==> src/rtl/redirect_arbiter.sv <==
// rtl/redirect_arbiter.sv - oldest-first redirect arbiter with post-flush filtering window
// Picks one redirect per cycle (csr > oldest branch/mem) and suppresses stale younger redirects while the flush drains.
module redirect_arbiter #(
  parameter int NUM_BR       = 2,
  parameter int ROB_WIDTH    = 6,
  parameter int VADDR        = 39,
  parameter int FLUSH_CYCLES = 3
) (
  input  logic                              clk,
  input  logic                              rst,
  input  logic [NUM_BR-1:0]                 br_valid,
  input  logic [NUM_BR-1:0][ROB_WIDTH:0]    br_robidx,
  input  logic [NUM_BR-1:0][VADDR-1:0]      br_target,
  input  logic                              mem_valid,
  input  logic [ROB_WIDTH:0]                mem_robidx,
  input  logic [VADDR-1:0]                  mem_target,
  input  logic                              csr_valid,
  input  logic [ROB_WIDTH:0]                csr_robidx,
  input  logic [VADDR-1:0]                  csr_target,
  output logic                              out_valid,
  output logic [ROB_WIDTH:0]                out_robidx,
  output logic [VADDR-1:0]                  out_target,
  output logic [1:0]                        out_src,
  output logic                              busy,
  output logic [15:0]                       drop_cnt
);

  localparam int RW = ROB_WIDTH + 1;
  localparam logic [3:0] CNT_INIT = 4'(FLUSH_CYCLES);
  localparam logic [1:0] SRC_BR  = 2'd0;
  localparam logic [1:0] SRC_MEM = 2'd1;
  localparam logic [1:0] SRC_CSR = 2'd2;

  typedef enum logic {IDLE, BLOCK} state_e;

  state_e           state_q;
  logic [3:0]       cnt_q;
  logic [RW-1:0]    last_idx_q;
  logic             last_csr_q;
  logic             out_valid_q;
  logic [RW-1:0]    out_robidx_q;
  logic [VADDR-1:0] out_target_q;
  logic [1:0]       out_src_q;
  logic [15:0]      drop_cnt_q;
  logic [15:0]      drop_cnt_d;

  logic             cand_valid;
  logic [RW-1:0]    cand_idx;
  logic [VADDR-1:0] cand_target;
  logic [1:0]       cand_src;
  logic [3:0]       n_valid;
  logic [3:0]       n_drop;
  logic             accept;
  logic [16:0]      drop_sum;

  // The dir bit toggles on every ROB wrap, so a differing dir inverts the index comparison.
  function automatic logic older(input logic [RW-1:0] a, input logic [RW-1:0] b);
    if (a[ROB_WIDTH] == b[ROB_WIDTH]) return a[ROB_WIDTH-1:0] < b[ROB_WIDTH-1:0];
    else                              return a[ROB_WIDTH-1:0] > b[ROB_WIDTH-1:0];
  endfunction

  // Strictly-older replacement keeps lower ports ahead on ties and branches ahead of mem.
  always_comb begin
    cand_valid  = 1'b0;
    cand_idx    = '0;
    cand_target = '0;
    cand_src    = SRC_BR;
    n_valid     = 4'(mem_valid) + 4'(csr_valid);
    for (int i = 0; i < NUM_BR; i++) begin
      n_valid = n_valid + 4'(br_valid[i]);
      if (br_valid[i] && (!cand_valid || older(br_robidx[i], cand_idx))) begin
        cand_valid  = 1'b1;
        cand_idx    = br_robidx[i];
        cand_target = br_target[i];
        cand_src    = SRC_BR;
      end
    end
    if (mem_valid && (!cand_valid || older(mem_robidx, cand_idx))) begin
      cand_valid  = 1'b1;
      cand_idx    = mem_robidx;
      cand_target = mem_target;
      cand_src    = SRC_MEM;
    end
    if (csr_valid) begin
      cand_valid  = 1'b1;
      cand_idx    = csr_robidx;
      cand_target = csr_target;
      cand_src    = SRC_CSR;
    end
  end

  // The candidate is the oldest non-csr request, so if it fails the window test every other one does too.
  always_comb begin
    if (state_q == IDLE) accept = cand_valid;
    else accept = cand_valid &&
                  ((cand_src == SRC_CSR) || (!last_csr_q && older(cand_idx, last_idx_q)));
    n_drop     = n_valid - 4'(accept);
    drop_sum   = {1'b0, drop_cnt_q} + 17'(n_drop);
    drop_cnt_d = drop_sum[16] ? 16'hFFFF : drop_sum[15:0];
  end

  always_ff @(posedge clk or negedge rst) begin
    if (!rst) begin
      state_q      <= IDLE;
      cnt_q        <= '0;
      last_idx_q   <= '0;
      last_csr_q   <= 1'b0;
      out_valid_q  <= 1'b0;
      out_robidx_q <= '0;
      out_target_q <= '0;
      out_src_q    <= SRC_BR;
      drop_cnt_q   <= '0;
    end else begin
      out_valid_q <= accept;
      drop_cnt_q  <= drop_cnt_d;
      if (accept) begin
        out_robidx_q <= cand_idx;
        out_target_q <= cand_target;
        out_src_q    <= cand_src;
        state_q      <= BLOCK;
        cnt_q        <= CNT_INIT;
        last_idx_q   <= cand_idx;
        last_csr_q   <= (cand_src == SRC_CSR);
      end else if (state_q == BLOCK) begin
        if (cnt_q <= 4'd1) begin
          state_q <= IDLE;
          cnt_q   <= '0;
        end else begin
          cnt_q <= cnt_q - 4'd1;
        end
      end
    end
  end

  assign out_valid  = out_valid_q;
  assign out_robidx = out_robidx_q;
  assign out_target = out_target_q;
  assign out_src    = out_src_q;
  assign busy       = (state_q == BLOCK);
  assign drop_cnt   = drop_cnt_q;

endmodule

==> config.mk <==
export PLATFORM = sky130hd
export DESIGN_NAME = redirect_arbiter
export DESIGN_NICKNAME = d
export VERILOG_FILES = /design/src/rtl/redirect_arbiter.sv
export SDC_FILE = /design/constraint.sdc
export NUM_CORES = 1
export LEC_CHECK = 0
export ABC_AREA = 1
export BUFFER_PORTS_ARGS = -buffer_cell sky130_fd_sc_hd__buf_2
export CORE_MARGIN = 2
export CORE_UTILIZATION = 44
export CTS_BUF_LIST = sky130_fd_sc_hd__clkbuf_2 sky130_fd_sc_hd__clkbuf_4 sky130_fd_sc_hd__clkbuf_8
export CTS_CLUSTER_DIAMETER = 40
export DETAILED_ROUTE_END_ITERATION = 8
export PLACE_DENSITY = 0.84
export SLEW_MARGIN = 30
export SYNTH_ARGS = -nofsm -noshare
export SYNTH_HDL_FRONTEND = slang
export SYNTH_SLANG_ARGS = --single-unit
==> constraint.sdc <==
create_clock -name clk -period 6.8 [get_ports clk]
set_input_delay 1.36 -clock clk [delete_from_list [all_inputs] [get_ports clk]]
set_output_delay 1.36 -clock clk [all_outputs]
set_load 0.05 [all_outputs]
== Word level (Yosys, flattened, before mapping) ==
Cells that the tools add are included.
Word-level totals
  word-level logic and storage cells: 62
  register bits: 71
  RAM bits: 0
  latch bits: 0
  memory bits (read-only): 0
  bits of input ports: 190
  memories kept: 0
Operators by class
  multiplexer cells: 26
  reductions and logical operators: 11
  bitwise gates (word level): 0
  shift operators: 0
  $lt $le $gt $ge: 7
  $mul: 0
  equality and inequality tests: 4
  add/subtract/negate cells: 6
  div/mod/pow operators: 0
Operators with widths (number)
  $mux W39: 4
  $mux W7: 4
  $gt A6 B6 Y1: 3
  $lt A6 B6 Y1: 3
  $add A16 B4 Y17: 1
  $mux W16: 1
  $mux W1: 13
  $mux W4: 3
  $add A3 B1 Y4: 1
  $le A4 B1 Y1 const B: 1
  $logic_and A1 B1 Y1: 4
  $sub A4 B1 Y4: 1
  $sub A4 B1 Y4 const B: 1
  $add A2 B1 Y3: 1
  $eq A1 B1 Y1: 3
  $logic_not A1 Y1: 3
  $logic_or A1 B1 Y1: 3
  $add A1 B1 Y2: 1
  $eq A2 B2 Y1 const B: 1
  $mux W2: 1
  $reduce_bool A2 Y1: 1

== Depth between registers and ports, before layout ==
  depth in word-level cells: 22
  gate-level depth with buffers: 60
  depth with buffers taken out: 56

== Least setup slack after synthesis ==
No wires, ideal clock.
  path type: input-to-reg
  start: input port br_valid[0]
  end: register drop_cnt_q[13] (netlist: drop_cnt[13])
  stages on the path: 55
  arrival: 8.911 ns
  path slack: -2.181 ns
  path buffers: 4
  data required time: 6.731 ns
  cell sequence: clkbuf_1 nand2_1 ha_1 nand2_1 nor2_1 nand2_1 nand4_1 nand3_2 nand2_2 clkbuf_1 o21ai_0 ha_1 nand2_1 nor2_1 nand2_1 o211a_1 a31oi_1 nand3_1 [19 not listed] inv_1 fa_1 ha_1 inv_1 fa_1 xnor2_1 ha_1 nand3_1 nand2_1 a21oi_1 nor3_1 nand3_1 nor3_1 inv_1 nor2_1 nand2_1 or2_2 nand3_1
Between the ends
  longest elaborated chain between the ends: 22
  elaborated cells between the ends (all ways): 39
  those cells by class: add/sub (4); order compare (6); eq/ne (4); mux (16); reduce/logical (9)
RTL lines
  from (decl): RTL line 11  | input logic [NUM_BR-1:0] br_valid,
  $mux W7: RTL line 71  | if (br_valid[i] && (!cand_valid || older(br_robidx[i], cand_idx))) begin
  $gt A6 B6 Y1, or another cell as far along: RTL line 59  | else return a[ROB_WIDTH-1:0] > b[ROB_WIDTH-1:0];
  $mux W1: RTL line 58  | if (a[ROB_WIDTH] == b[ROB_WIDTH]) return a[ROB_WIDTH-1:0] < b[ROB_WIDTH-1:0];
  $logic_or A1 B1 Y1: RTL line 71
  $logic_and A1 B1 Y1: RTL line 71
  $mux W7: RTL line 71
  $gt A6 B6 Y1, or another cell as far along: RTL line 59
  $mux W1: RTL line 58
  [4 not listed]
  net cand_idx[3]: RTL line 48  | logic [RW-1:0] cand_idx;
  [4 not listed]
  $logic_or A1 B1 Y1 (*): RTL line 96  | ((cand_src == SRC_CSR) || (!last_csr_q && older(cand_idx, last_idx_q)));
  $logic_and A1 B1 Y1 (*): RTL line 95  | else accept = cand_valid &&
  $mux W1 (*): RTL line 94  | if (state_q == IDLE) accept = cand_valid;
  net accept: RTL line 53  | logic accept;
  $sub A4 B1 Y4 (*): RTL line 97  | n_drop = n_valid - 4'(accept);
  $add A16 B4 Y17 (*): RTL line 98  | drop_sum = {1'b0, drop_cnt_q} + 17'(n_drop);
  $mux W16 (*): RTL line 99  | drop_cnt_d = drop_sum[16] ? 16'hFFFF : drop_sum[15:0];
  net drop_cnt_d[13]: RTL line 45  | logic [15:0] drop_cnt_d;
  to (signal assigned): RTL line 115  | drop_cnt_q <= drop_cnt_d;
  to (decl): RTL line 44  | logic [15:0] drop_cnt_q;
Mark *: on every way through the listed nets, which the timed path passes. The rest lies on a longest branch. The select of a mux whose other input is x is not followed.
A chain may end at the register's enable or synchronous reset.

== Worst setup path in the final report ==
Same ends and word-level chain as after synthesis.

==> metrics.md <==
| Metric | Value |
|---|---|
| Outcome | finished with violations |
| Failing checks | setup timing |
| Power per cell area | 370 nW/µm² |
| Slowest CP cell | fa_2 |
| Cells after Synth | 794 |
| Final Worst Setup Slack | -1.35 ns |
| Area grow syn2layout | 46.8% |
| R2R depth | 30 |
| Setup CP Type | input port to register |
| Final worst path period share | 120% |
| Largest net degree at the start of global routing | 72 |
| Maximum fanout along the worst path | 8 |
| Via count | 6600 |
| Final wirelength | 18700 µm |
| Reg-to-Reg Start | out_robidx[5] |
| EDFF count, synth | 0 |
| Die width | 114 µm |
| Core ar. | 11900 µm² |
| DRC Markers | 0 |
| Commonest non-fill, non-tap cell in the layout | buf_2 |
| CP Launch Type | input port |
| Remaining antenna violation count | 0 |
| Setup Viol. Count Final | 16 |
| Setup Skew | 0.0101 ns |
| DRT Pass-1 Iters | 5 |
| Post-layout min period | 8.15 ns |
| Final GP Congestion | 0.883 |
| Routed vias/inst | 5.37 |
| Sequential area share after synthesis | 33.5% |
| Worst Hold End | out_target[2] |
| H-tree depth | 3 |
| Unique masters post-synth | 27 |
| TritonCTS clock tree | done |
| Io pins | 256 |
| Hold_buf cts | 0 |
| Max_cap viols | 0 |
| Fmax | 123 MHz |
| Gr usage total | 28.0% |
| Total power | 2.89 mW |
| Layout cells sized above 1 | 40.4% |
| Clock buffer count from CTS | 9 |
| Worst rel slew slack | 56.8% |
| Placed insts | 1191 |
| CP most frequent cell | nand2_2 |
| WL/cell | 15.2 µm |
| Critical Path Max Stage Delay | 0.54 ns |
| CP Capture Type | register |
| Worst path required time | 7.10 ns |
| # nets final | 1294 |
| GRT overflow | 0 |
| HP Class | register to register |
| Most frequent cells in the layout | 252 x buf_2, 196 x nand2_1, 180 x nand3_1 |
| Cell Area, Placed | 7080 µm² |
| R2r endpoint | drop_cnt[13] |
| DIE AREA | 13000 µm² |
| Slew @ Worst Pin | 0.648 ns |
| Synth async-reset ratio | 100% |
| Clk_lat worst skew | 0.35 ns |
| Sum Neg Setup Slack | -17.78 ns |
| CTS sink count | 71 |
| Critical Path AT | 8.44 ns |
| Initial Util | 44.6% |
| Estimated wirelength of the detail-placed design | 12800 µm |
| Hold path depth | 2 |
| Reg clk slew, reported paths | 0.08 ns |
| R2r setup slk | 1.98 ns |
| #FFs+latches synth | 71 |
| Predominant post-synthesis flop cell | dfrtp_1 |
| LEAKAGE | 4.26 nW |
| Synthesized area | 5310 µm² |
| Post-route insts no fill | 1229 |
| Pins over their slew limit | 0 |
| Pre-CTS WS | -1.83 ns |
| Post-route cell area | 7790 µm² |
| # rows | 40 |
| Port-buffer cells | 255 |
| Longest Clk Path Bufs | 2 |
| Synthesized Nets | 1014 |
| Die span in y | 114 µm |
| Hold_sp | out_target[2] |
| Initial DRC Count | 412 |
| Antenna violations before repair | 3 |
| RSZ-0062 raised after global routing | true |
| First-pass GRT wire length | 29300 µm |
| Average cell area after synthesis | 6.68 µm² |
| Number of global-route vias before repair | 6233 |
| Root buffer cell | clkbuf_8 |
| Hold Violations, Final | 0 |
| Maximum vdd drop | 179 µV |
| Yosys warnings | 0 |
## what timing repair did
item                                    in CTS  in global routing
setup buffers                                9                  9
cloned                                       2                  0
pin swaps                                   35                 35
endpoints found under the setup margin      16                 16
gates resized for setup                     50                 36
## kinds of logic (layout without fill, tap and decap cells)
logic type	count (synthesis)	count (layout)	synth area share [%]
AOI/OAI and AO/OA	120	120	11.6
xor gates and xnor gates	6	6	0.990
adders and majority gates	30	30	7.50
buffers and inverters	113	396	8.68
DFF	71	71	33.5
other	0	3	0
and+or+nand+nor	454	456	37.8
## worst max path at each step
| stage | slack [ns] | depth (start not counted) | from | endpoint |
|---|---|---|---|---|
| 2_1_floorplan | -1.58 | 57 | br_valid[0] | drop_cnt[13] |
| 3_3_place_gp | -1.48 | 51 | br_valid[0] | drop_cnt[13] |
| 3_5_place_dp | -1.83 | 52 | br_valid[0] | drop_cnt[15] |
| 4_1_cts | -0.96 | 54 | br_valid[0] | drop_cnt[13] |
| 5_1_grt | -1.78 | 54 | br_valid[0] | drop_cnt[15] |
| 6_report | -1.35 | 54 | br_valid[0] | drop_cnt[13] |
## metal layers
layer | vias to the layer above | part of all wire [%] | global-route usage, %
met5 | - | 0 | 0
met4 | 0 | 4.8 | 16.5
met3 | 58 | 5.8 | 3.99
met2 | 315 | 51 | 49.6
met1 | 3012 | 39 | 32.0
li1 | 3215 | - | -
## cell type report
cell class                      count  area, µm²
Clock inverter                      4       53.8
Multi-Input combinational cell    612       3570
Clock buffer                       12        153
Sequential cell                    71       1780
Tap cell                          147        184
Antenna cell                        3       7.51
Inverter                           59        226
Fill cell                        1057       4120
Timing Repair Buffer              321       1820
## state kept, by name (all words and copies together) (netlist names)
signal      flops
out_robidx      7
last_csr_q      1
cnt_q           4
drop_cnt       16
out_target     39
out_src         2
out_valid       1
busy            1
## synth_stat cells (all sizes together) (7+ instances only)
library cell	instances	area share [%]
inv	59	4.2
clkbuf	36	2.5
nor2	20	1.4
nand3	192	18
a21oi	18	1.7
nor3	7	0.66
o21ai	97	9.1
buf	18	2.0
nand2	226	16
dfrtp	71	33
ha	27	6.4
## power breakdown
part / total (mW) / leakage, nW / switching, mW / internal [mW]
Clock: 0.356 / 0.100 / 0.167 / 0.189
Sequential: 0.712 / 0.872 / 0.123 / 0.590
Combinational: 1.82 / 3.29 / 1.22 / 0.595
## stage by stage
stage / hold slack, ns / utilization [%]
2_1_floorplan: 0.442 / -
3_3_place_gp: 0.449 / 59.4
3_5_place_dp: 0.453 / 59.4
4_1_cts: 0.473 / 63.6
5_1_grt: 0.491 / 65.4
6_report: 0.465 / 65.4
## critical path, delay by kind of cell
kind            cells  cell delay, ns
compound gates      9            0.87
fa+ha+maj           8            2.52
buf+inv             7            0.39
simple gates       30            3.25
(Power assumes the default switching activity.)
